**src/rtl/bloom_word_ser.sv**
```systemverilog
// Word-to-byte serializer for the Bloom search byte window: takes BYTES_W-byte
// words over valid/ready and emits one byte per clock with eop marking.
module bloom_word_ser #(
    parameter  int BYTES_W = 4,
    parameter  int CNT_W   = 16,
    localparam int BW      = $clog2(BYTES_W + 1),
    localparam int IDX_W   = $clog2(BYTES_W)
) (
    input  logic                    clk_i,
    input  logic                    rst_n_i,
    input  logic [BYTES_W-1:0][7:0] word_data_i,
    input  logic                    word_val_i,
    input  logic                    word_eop_i,
    input  logic [BW-1:0]           word_bytes_i,
    output logic                    word_rdy_o,
    output logic [7:0]              data_o,
    output logic                    data_eop_o,
    output logic                    data_val_o,
    output logic [CNT_W-1:0]        pkt_cnt_o
);

    localparam logic [0:0] ST_IDLE = 1'b0;
    localparam logic [0:0] ST_SEND = 1'b1;

    logic [0:0]              state_r, state_s;
    logic [BYTES_W-1:0][7:0] word_r, word_s;
    logic                    eop_r, eop_s;
    logic [IDX_W-1:0]        last_r, last_s, cnt_r, cnt_s, load_last_s;
    logic                    xfer_s;
    logic [7:0]              data_nxt_s;
    logic                    eop_nxt_s, val_nxt_s, rdy_nxt_s;
    logic [7:0]              data_r;
    logic                    data_eop_r, data_val_r, rdy_r;
    logic [CNT_W-1:0]        pkt_cnt_r;

    // Index of the final byte for an incoming word; out-of-range counts mean a full word
    always_comb begin
        load_last_s = IDX_W'(BYTES_W - 1);
        if (!word_eop_i) begin
            load_last_s = IDX_W'(BYTES_W - 1);
        end else if ((word_bytes_i == BW'(0)) || (word_bytes_i > BW'(BYTES_W))) begin
            load_last_s = IDX_W'(BYTES_W - 1);
        end else begin
            load_last_s = IDX_W'(word_bytes_i - BW'(1));
        end
    end

    // Next-state: byte index advance, word load (back-to-back on last byte), idle return
    always_comb begin
        xfer_s  = word_val_i && rdy_r;
        state_s = state_r;
        cnt_s   = cnt_r;
        word_s  = word_r;
        eop_s   = eop_r;
        last_s  = last_r;
        case (state_r)
            ST_IDLE: begin
                if (xfer_s) begin
                    state_s = ST_SEND;
                    word_s  = word_data_i;
                    eop_s   = word_eop_i;
                    last_s  = load_last_s;
                    cnt_s   = '0;
                end else begin
                    state_s = ST_IDLE;
                end
            end
            ST_SEND: begin
                if (cnt_r != last_r) begin
                    cnt_s = cnt_r + IDX_W'(1);
                end else if (xfer_s) begin
                    state_s = ST_SEND;
                    word_s  = word_data_i;
                    eop_s   = word_eop_i;
                    last_s  = load_last_s;
                    cnt_s   = '0;
                end else begin
                    state_s = ST_IDLE;
                    cnt_s   = '0;
                end
            end
            default: begin
                state_s = ST_IDLE;
                cnt_s   = '0;
            end
        endcase
    end

    // Output values for the next cycle, derived from next state so outputs can be registered
    always_comb begin
        val_nxt_s = (state_s == ST_SEND);
        rdy_nxt_s = (state_s == ST_IDLE) || (cnt_s == last_s);
        if (val_nxt_s) begin
            data_nxt_s = word_s[cnt_s];
            eop_nxt_s  = eop_s && (cnt_s == last_s);
        end else begin
            data_nxt_s = 8'h00;
            eop_nxt_s  = 1'b0;
        end
    end

    // State and output registers
    always_ff @(posedge clk_i or negedge rst_n_i) begin
        if (!rst_n_i) begin
            state_r    <= ST_IDLE;
            cnt_r      <= '0;
            word_r     <= '0;
            eop_r      <= 1'b0;
            last_r     <= '0;
            data_r     <= 8'h00;
            data_eop_r <= 1'b0;
            data_val_r <= 1'b0;
            rdy_r      <= 1'b1;
        end else begin
            state_r    <= state_s;
            cnt_r      <= cnt_s;
            word_r     <= word_s;
            eop_r      <= eop_s;
            last_r     <= last_s;
            data_r     <= data_nxt_s;
            data_eop_r <= eop_nxt_s;
            data_val_r <= val_nxt_s;
            rdy_r      <= rdy_nxt_s;
        end
    end

    // Completed-packet counter, wraps naturally
    always_ff @(posedge clk_i or negedge rst_n_i) begin
        if (!rst_n_i) begin
            pkt_cnt_r <= '0;
        end else if (data_val_r && data_eop_r) begin
            pkt_cnt_r <= pkt_cnt_r + CNT_W'(1);
        end else begin
            pkt_cnt_r <= pkt_cnt_r;
        end
    end

    assign word_rdy_o = rdy_r;
    assign data_o     = data_r;
    assign data_eop_o = data_eop_r;
    assign data_val_o = data_val_r;
    assign pkt_cnt_o  = pkt_cnt_r;

endmodule

```
**config.mk**
```make
export PLATFORM = sky130hd
export DESIGN_NAME = bloom_word_ser
export DESIGN_NICKNAME = d
export VERILOG_FILES = /design/src/rtl/bloom_word_ser.sv
export SDC_FILE = /design/constraint.sdc
export NUM_CORES = 1
export LEC_CHECK = 0
export ABC_AREA = 1
export BUFFER_PORTS_ARGS = -buffer_cell sky130_fd_sc_hd__buf_2
export CORE_MARGIN = 5
export CORE_UTILIZATION = 49
export DETAILED_ROUTE_END_ITERATION = 6
export PLACE_DENSITY = 0.75
export SLEW_MARGIN = 10
export SYNTH_ARGS = -nofsm -noshare
export SYNTH_HDL_FRONTEND = slang
export SYNTH_SLANG_ARGS = --single-unit
```
**constraint.sdc**
```tcl
create_clock -name clk_i -period 1.6 [get_ports clk_i]
set_input_delay 0.16 -clock clk_i [delete_from_list [all_inputs] [get_ports clk_i]]
set_output_delay 0.16 -clock clk_i [all_outputs]
set_load 0.1 [all_outputs]
```
==> run_results.csv, run 1 <==
group,metric,value,unit
sta,finalHoldViolCount,0,
global_routing,grt_pass1_wl,12800,um
finish,area_growth,37.0,%
sta,rsz0062_at_grt,"yes",
synthesis,ys_top_cells_by_count,"nand2_1, dfrtp_1, inv_1",
pwr,powerDensity,2310,nW/um^2
global_routing,overflow,0,
finish,nFillCells,491,
drt,num_vias,2834,
die,floorplan.initialDensity,0.507,
synthesis,yosysMostFrequentCell,"nand2_1",
drt,ant_nets,0,
clock_network,cts_root_buffer,"clkbuf_8",
pwr,p_leak,2.38,nW
die,coreArea,6420,um^2
clock_network,h-tree-depth,3,
clock_network,cts_buffers,9,
sta,fin_ws,-0.0569,ns
worst_setup_path,r2r-end,"data_o[1]",
drt,wl_per_cell,14.7,um
worst_setup_path,reg2reg_depth,12,
worst_setup_path,critical_path_class,"reg2reg",
synthesis,synth_top_flop_cell,"dfrtp_1",
pwr,p_sw_frac,0.495,
synthesis,yosys.cell_types.count,28,
sta,holdWs,0.0422,ns
run,drv_cap,0,
min_path,worstHoldPathCells,3,
drt,wl,8290,um
global_routing,grt_pass1_vias,2799,
worst_setup_path,required,1.86,ns
worst_setup_path,reg2reg_slack,-0.06,ns
clock_network,cts_buffer_depth,2,
clock_network,clk_pin_slew_worst_paths,0.07,ns
pwr,p_int,5.19,mW
worst_setup_path,arrival,1.92,ns
clock_network,worstSkewPairLatency,0.33,ns
drt,drt_drc_violations_left,0,
finish,drive_above_1_share,0.411,
pwr,vdd_drop_max,0.00136,V
sta,max_slew_margin,0.674,
pwr,power_frac_clock,0.116,
synthesis,netlist_top_cells_area,"dfrtp_1, nand2_1, nand3_1",
die,die_area,8370,um^2
worst_setup_path,cp_max_fo,7,
outcome,status,"finished, violations left",
sta,min_period,1.66,ns
die,die_y,91.5,um
clock_network,clock-sinks,64,
min_path,worstHoldEndpoint,"word_r[24]",
placement,globalplace.congestion,0.779,
pwr,p_sw,5.09,mW
synthesis,ys_async_sr_fraction,1.00,
sta,maxSlewViolCount,0,
worst_setup_path,endpoint_kind,"register",
synthesis,ys_seq_area_frac,0.493,
placement,dp_hpwl,5250,um
sta,max_freq,604,MHz
synthesis,ys_ff_latch,64,
synthesis,postSynthCellCount,391,
outcome,violations,"setup timing",
die,io_pins,66,
global_routing,grt_antenna_before_repair,0,
synthesis,synthesis.nets,432,
pwr,pwr-share-seq,0.251,
finish,diodes,0,
pwr,pwr-share-comb,0.633,
synthesis,avgSynthCellArea,8.32,um^2
sta,setup_viol,9,
synthesis,synth_area,3250,um^2
global_routing,grt_use_total,0.189,
drt,drt_iter0_drc,148,
min_path,holdCritStartpoint,"word_data_i[24]",
synthesis,synth.top_cell.area_share,0.485,
synthesis,yosysWarnings,0,
clock_network,cts_tree,"yes",
die,num_rows,29,
min_path,hp-class,"in2reg",
sta,skew,0.00553,ns
global_routing,grt_max_degree,34,
synthesis,synth_edf_count,0,
finish,nNetsFinal,523,
sta,worst_pin_slew,0.493,ns
sta,fin_crit_sh,1.04,
drt,via_per_inst,5.02,
pwr,total_power,10.3,mW
worst_setup_path,startpoint_type,"register",
drt,dr.pass1.iters,4,
synthesis,yosysTopAreaCell,"dfrtp_1",
placement,numPortBuffers,65,
worst_setup_path,timing.rr.start,"cnt_r[1]",
die,die_x,91.5,um
-- worst max-delay path: stages, from the launching register on --
cell and delay [ns]:
dfrtp_1 0.40, inv_1 0.09, nand2_1 0.07, nand2_1 0.12, nand2_4 0.10, nand2_8 0.13, nand2_8 0.10, clkbuf_16 0.17
nand2_2 0.08, nand3_2 0.09, nand3_1 0.07, nand2_1 0.06, nor2_1 0.11
-- state kept, by name, indices dropped and copies added (netlist names) --
register and count:
cnt_r 2, word_rdy_o 1, pkt_cnt_o 16, word_r 32, data_o 8, data_eop_o 1, data_val_o 1, last_r 2
eop_r 1
-- worst max path at each step --
stage	startpoint	end	slack (ns)
after floorplan	pkt_cnt_o[0]	pkt_cnt_o[12]	-0.12
after global placement	cnt_r[1]	data_o[7]	0.06
after detailed placement	cnt_r[0]	data_eop_o	0.007
after CTS	cnt_r[1]	data_eop_o	0.04
after global routing	cnt_r[1]	data_o[1]	-0.14
final	cnt_r[1]	data_o[1]	-0.06
-- power groups by stage --
stage          Combinational (mW)  Clock [mW]  Sequential (mW)
2_1_floorplan                2.96           0             3.69
3_3_place_gp                 5.09           0             2.56
3_5_place_dp                 5.17           0             2.58
4_1_cts                      5.21        1.21             2.56
5_1_grt                      7.09        1.30             2.63
6_report                     6.51        1.19             2.58
-- logic make-up (layout without fill, tap and decap cells) --
| kind of cell | after synthesis | after routing | synth area share |
|---|---|---|---|
| simple gates | 221 | 222 | 0.335 |
| buf+inv | 77 | 172 | 0.102 |
| flops | 64 | 64 | 0.493 |
| xor+xnor | 15 | 15 | 0.0427 |
| compound gates | 11 | 11 | 0.0169 |
| fa+ha+maj | 2 | 2 | 0.00769 |
| mux | 1 | 1 | 0.00346 |
-- repair_timing --
item                       4_1_cts  5_1_grt
setup buffers                    0        6
pin swaps                        0       32
hold endpoints to repair        11        0
gates resized for setup          1       68
cloned                           0        6
setup endpoints to repair        2       13
hold buffers                     1        0
-- layout by cell type (no fill, tap or decap), types with 4 or more instances in the layout --
master,n
buf_2,65
nand2_1,60
inv_1,59
dfrtp_1,50
nand3_1,33
nand2_2,24
and2_1,24
nor2_1,23
nand3_2,18
nand3b_1,17
buf_4,11
nand2_4,10
clkbuf_8,10
dfrtp_2,8
o21ai_2,7
xor2_1,7
xnor2_1,7
nor2_2,5
buf_6,5
dfrtp_4,5
buf_12,5
nor2_4,4
clkinv_2,4
clkbuf_16,4
-- final cells by class --
cell class / instances / area [um^2] / area share
Multi-Input combinational cell: 251 / 1620 / 0.364
Tap cell: 77 / 96.3 / 0.0216
Sequential cell: 64 / 1640 / 0.367
Clock inverter: 4 / 20.0 / 0.00449
Timing Repair Buffer: 92 / 689 / 0.155
Clock buffer: 12 / 145 / 0.0326
Inverter: 64 / 250 / 0.0561
-- layer usage --
| layer | global-route usage | vias up | share of wire |
|---|---|---|---|
| li1 | - | 1377 | - |
| met1 | 0.257 | 1345 | 0.42 |
| met2 | 0.290 | 99 | 0.49 |
| met3 | 0.0612 | 13 | 0.071 |
| met4 | 0.0553 | 0 | 0.013 |
| met5 | 0 | - | 0 |
-- stage by stage --
step | area [um^2] | setup WS, ns | instances | TNS (ns) | utilization
2_1_floorplan | 3390 | -0.122 | 391 | -0.363 | -
3_3_place_gp | 3850 | 0.0572 | 535 | 0 | 0.600
3_5_place_dp | 3850 | 0.00717 | 535 | 0 | 0.600
4_1_cts | 4030 | 0.0358 | 552 | 0 | 0.628
5_1_grt | 4460 | -0.135 | 564 | -1.12 | 0.694
6_report | 4460 | -0.0569 | 564 | -0.198 | 0.694
(Power assumes the default switching activity.)
==> run 2, diff against run 1 <==
CORE_MARGIN = 2   (was 5)
GPL_TIMING_DRIVEN = 0   (was not set)
==> run_results.csv, run 2 (synthesized netlist as in run 1, its figures left out) <==
group,metric,value,unit
outcome,status,"finished, violations left",
clock_network,cts_buffers,9,
pwr,powerDensity,2360,nW/um^2
finish,fin_cells,562,
placement,globalplace.congestion,0.837,
finish,largest_register,"word_r",
pwr,p_leak,2.32,nW
sta,max_slew_margin,0.466,
clock_network,clock-sinks,64,
global_routing,grt_use_total,0.218,
worst_setup_path,r2r-end,"data_o[0]",
worst_setup_path,startpoint_type,"register",
worst_setup_path,cp_slowest_cell,"dfrtp_1",
min_path,worstHoldEndpoint,"word_r[24]",
placement,place_area,3820,um^2
finish,fin_area,4260,um^2
finish,drive_above_1_share,0.326,
sta,finalHoldViolCount,0,
die,die_area,7310,um^2
placement,dp_hpwl,4860,um
finish,final_common_cell,"nand2_1",
worst_setup_path,timing.rr.start,"cnt_r[0]",
global_routing,grt_pass1_wl,12300,um
sta,fin_crit_sh,1.04,
worst_setup_path,reg2reg_depth,12,
finish,nFillCells,523,
worst_setup_path,endpoint_kind,"register",
worst_setup_path,crit_chain,"inv_2 > nand2_1 > nand2_2 > nand2_2 > nand3_1 > nand2_4 > inv_2 > buf_6 > nand3_1 > nand3_1 > nand2_1 > nor2_1",
worst_setup_path,critical_path_class,"reg2reg",
sta,max_freq,600,MHz
finish,largest_register_ffs,32,
die,die_y,85.5,um
drt,wl_per_cell,13.4,um
drt,via_per_inst,4.86,
sta,skew,0.00747,ns
drt,drt_drc_violations_left,0,
die,num_rows,29,
clock_network,worstSkewPairLatency,0.34,ns
sta,fin_ws,-0.0660,ns
placement,numPortBuffers,65,
die,floorplan.initialDensity,0.509,
run,drv_cap,0,
placement,pre_cts_ws,-0.0695,ns
pwr,vdd_drop_max,0.00190,V
clock_network,clk_pin_slew_worst_paths,0.07,ns
worst_setup_path,slowest_delay,0.41,ns
sta,min_period,1.67,ns
min_path,worstHoldPathCells,3,
finish,diodes,0,
min_path,hp-class,"in2reg",
sta,maxSlewViolCount,0,
placement,placedCellCount,533,
sta,setup_tns,-0.183,ns
sta,worst_pin_slew,0.800,ns
die,die_x,85.5,um
die,io_pins,66,
worst_setup_path,required,1.87,ns
sta,setup_viol,7,
drt,drt_iter0_drc,139,
finish,area_growth,30.8,%
finish,mostFrequentLayoutCells,"nand2_1, buf_2, inv_1",
sta,rsz0062_at_grt,"yes",
finish,final_core_util,0.666,
outcome,violations,"setup timing",
worst_setup_path,cp_max_fo,10,
clock_network,h-tree-depth,3,
worst_setup_path,arrival,1.93,ns
clock_network,cts_tree,"yes",
drt,wl,7550,um
worst_setup_path,cpMostUsedCell,"nand3_1",
global_routing,grt_max_degree,65,
global_routing,grt_antenna_before_repair,0,
clock_network,cts_root_buffer,"clkbuf_8",
clock_network,cts_buffer_depth,2,
global_routing,overflow,0,
drt,dr.pass1.iters,4,
global_routing,grt_pass1_vias,2660,
worst_setup_path,reg2reg_slack,-0.07,ns
drt,ant_nets,0,
die,coreArea,6390,um^2
finish,nNetsFinal,521,
drt,num_vias,2733,
min_path,holdCritStartpoint,"word_data_i[24]",
[run 2: worst max-delay path by stage]
stage | cells after the start | startpoint | endpoint | slack [ns]
4_1_cts | 12 | cnt_r[1] | data_o[0] | 0.001
3_5_place_dp | 12 | cnt_r[0] | data_o[3] | -0.07
2_1_floorplan | 9 | pkt_cnt_o[0] | pkt_cnt_o[12] | -0.12
3_3_place_gp | 1 | rst_n_i | data_val_o | -0.08
5_1_grt | 12 | cnt_r[0] | data_o[7] | -0.13
6_report | 12 | cnt_r[0] | data_o[0] | -0.07
[run 2: power breakdown]
part	internal (mW)	leakage (nW)	switching, mW
logic	2.20	1.48	3.90
registers	2.29	0.738	0.261
clock network	0.801	0.103	0.603
total	5.29	2.32	4.76
[run 2: timing repair]
item / in CTS / in global routing
hold buffers: 1 / 0
pin swaps: 4 / 16
buffers inserted: 7 / 3
resized for setup: 6 / 19
hold endpoints to repair: 63 / 0
gates cloned: 2 / 1
endpoints found under the setup margin: 8 / 14
[run 2: worst max-delay path: cells and delay by family, from the launching register on]
family	cells	cell delay, ns
and+or+nand+nor	9	0.84
DFF	1	0.41
buffers and inverters	3	0.33
[run 2: area by class of cell]
class | count | area [um^2] | area share
Multi-Input combinational cell | 250 | 1440 | 0.338
Clock inverter | 3 | 40.0 | 0.00941
Tap cell | 77 | 96.3 | 0.0226
Inverter | 64 | 253 | 0.0594
Sequential cell | 64 | 1630 | 0.384
Buffer | 13 | 155 | 0.0365
Timing Repair Buffer | 78 | 482 | 0.113
Clock buffer | 13 | 159 | 0.0373
[run 2: layer usage]
layer | vias up | GRT usage | part of all wire
met5 | - | 0 | 0
met4 | 0 | 0.0996 | 0.016
met3 | 10 | 0.0399 | 0.057
met2 | 92 | 0.347 | 0.48
met1 | 1263 | 0.292 | 0.45
li1 | 1368 | - | -
[run 2: metrics by stage]
stage / hold slack, ns / total power, mW
2_1_floorplan: -0.136 / 6.65
3_3_place_gp: 0.383 / 7.61
3_5_place_dp: 0.306 / 7.70
4_1_cts: 0.0245 / 9.61
5_1_grt: 0.0337 / 10.7
6_report: 0.0343 / 10.0
==> run 3, diff against run 2 <==
CTS_BUF_LIST = sky130_fd_sc_hd__clkbuf_4 sky130_fd_sc_hd__clkbuf_8 sky130_fd_sc_hd__clkbuf_16   (was not set)
GPL_TIMING_DRIVEN = not set   (was 0)
==> run_results.csv, run 3 (synthesized netlist as in run 1, its figures left out) <==
group,metric,value,unit
pwr,power_frac_clock,0.137,
sta,skew,0.00906,ns
die,coreArea,6390,um^2
pwr,p_sw_frac,0.479,
sta,setup_viol,2,
finish,final_common_cell,"buf_2",
worst_setup_path,required,1.83,ns
global_routing,overflow,0,
sta,maxSlewViolCount,0,
die,floorplan.initialDensity,0.509,
die,die_y,85.5,um
worst_setup_path,endpoint_kind,"register",
finish,mostFrequentLayoutCells,"buf_2, nand2_1, inv_1",
global_routing,grt_use_total,0.216,
sta,max_freq,611,MHz
drt,drt_iter0_drc,125,
sta,rsz0062_at_grt,"yes",
worst_setup_path,startpoint_type,"register",
drt,dr.pass1.iters,4,
sta,max_slew_margin,0.664,
drt,num_vias,2863,
finish,drive_above_1_share,0.413,
die,die_area,7310,um^2
pwr,pwr-share-seq,0.233,
pwr,powerDensity,2390,nW/um^2
drt,wl_per_cell,15.0,um
pwr,p_sw,5.28,mW
global_routing,grt_max_degree,30,
sta,fin_crit_sh,1.02,
clock_network,cts_buffer_depth,2,
clock_network,cts_tree,"yes",
run,drv_cap,0,
pwr,vdd_drop_max,0.00205,V
clock_network,h-tree-depth,3,
global_routing,grt_antenna_before_repair,0,
die,io_pins,66,
sta,fin_ws,-0.0375,ns
clock_network,cts_buffers,9,
sta,setup_tns,-0.0601,ns
finish,nNetsFinal,523,
outcome,violations,"setup timing",
finish,nFillCells,462,
clock_network,clk_pin_slew_worst_paths,0.07,ns
finish,largest_register,"word_r",
drt,wl,8480,um
drt,via_per_inst,5.08,
min_path,hp-class,"in2reg",
sta,min_period,1.64,ns
sta,worst_pin_slew,0.504,ns
worst_setup_path,cp_max_fo,7,
placement,globalplace.congestion,0.835,
outcome,status,"finished, violations left",
pwr,p_int,5.74,mW
clock_network,worstSkewPairLatency,0.35,ns
placement,dp_hpwl,5090,um
finish,diodes,0,
drt,drt_drc_violations_left,0,
pwr,pwr-share-comb,0.630,
placement,numPortBuffers,65,
clock_network,cts_root_buffer,"clkbuf_8",
finish,area_growth,42.1,%
finish,largest_register_ffs,32,
die,die_x,85.5,um
sta,finalHoldViolCount,0,
global_routing,grt_pass1_vias,2656,
pwr,p_leak,2.44,nW
sta,holdWs,0.0299,ns
global_routing,grt_pass1_wl,12300,um
drt,ant_nets,0,
worst_setup_path,arrival,1.87,ns
die,num_rows,29,
worst_setup_path,critical_path_class,"reg2reg",
clock_network,clock-sinks,64,
[run 3: cell types whose count changed in the layout (fill, tap and decap cells not counted), moves of 4 or more]
cell | before | now
nand2_4 | 6 | 12
nand3_2 | 4 | 10
o21ai_2 | 8 | 3
nand2_2 | 7 | 23
buf_12 | 2 | 7
buf_6 | 9 | 2
clkbuf_16 | 1 | 5
nand3_1 | 46 | 37
nand2_1 | 82 | 58
nor2_1 | 27 | 22
o21ai_4 | 0 | 5
nor2_2 | 1 | 5
[run 3: what timing repair did]
action / 4_1_cts / 5_1_grt
setup buffers: 0 / 8
gates cloned: 0 / 6
setup endpoints to repair: 3 / 13
gates resized for setup: 2 / 80
hold buffers: 1 / 0
hold endpoints to repair: 18 / 0
pin swaps: 0 / 37
[run 3: worst paths after layout]
check / from / endpoint / slack (ns) / depth (start not counted)
min: word_data_i[25] / word_r[25] / 0.03 / 3
max: last_r[1] / data_o[0] / -0.04 / 11
max in group asynchronous: rst_n_i / pkt_cnt_o[3] / 0.65 / 3
min in group asynchronous: rst_n_i / pkt_cnt_o[8] / 0.31 / 2
max reg2reg: last_r[1] / data_o[0] / -0.04 / 11
min reg2reg: eop_r / eop_r / 0.48 / 2
[run 3: power groups by stage]
stage | logic (mW) | clock network, mW | registers [mW]
CTS | 5.27 | 1.53 | 2.55
global placement | 5.14 | 0 | 2.56
global route | 7.46 | 1.60 | 2.61
floorplan | 2.96 | 0 | 3.69
finish | 6.95 | 1.51 | 2.56
detailed placement | 5.22 | 0 | 2.58
[run 3: final cells by class]
| class | count | area (um^2) | area share |
|---|---|---|---|
| clock buffer | 14 | 186 | 0.0403 |
| clock inverter | 2 | 35.0 | 0.00758 |
| inverter | 64 | 258 | 0.0558 |
| multi-input combinational | 250 | 1680 | 0.363 |
| sequential | 64 | 1630 | 0.354 |
| tap | 77 | 96.3 | 0.0208 |
| timing repair buffer | 93 | 736 | 0.159 |
[run 3: stage by stage]
step | cell area [um^2] | instances | power (mW) | worst slack [ns] | utilization
finish | 4620 | 564 | 11.0 | -0.0375 | 0.724
global route | 4620 | 564 | 11.7 | -0.111 | 0.724
CTS | 4100 | 550 | 9.35 | 0.0256 | 0.642
detailed placement | 3860 | 533 | 7.80 | -0.0350 | 0.605
global placement | 3860 | 533 | 7.70 | 0.0575 | 0.605
floorplan | 3390 | 391 | 6.65 | -0.122 | -
[run 3: metal layers]
metal | wire length, um | global-route usage
met2 | 4140 | 0.349
met3 | 616 | 0.0623
met5 | 0 | 0
met1 | 3600 | 0.293
met4 | 117 | 0.0447
[run 3: worst max-delay path, stage by stage (launching register included)]
cell and delay (ns):
dfrtp_1 0.42, nand2_1 0.11, nand2_2 0.08, nand2_4 0.11, nand2_8 0.09, nand2_8 0.15
buf_6 0.15, nand2_2 0.06, nand3_1 0.09, nand2_1 0.08, nor2_2 0.13, nor2_1 0.06
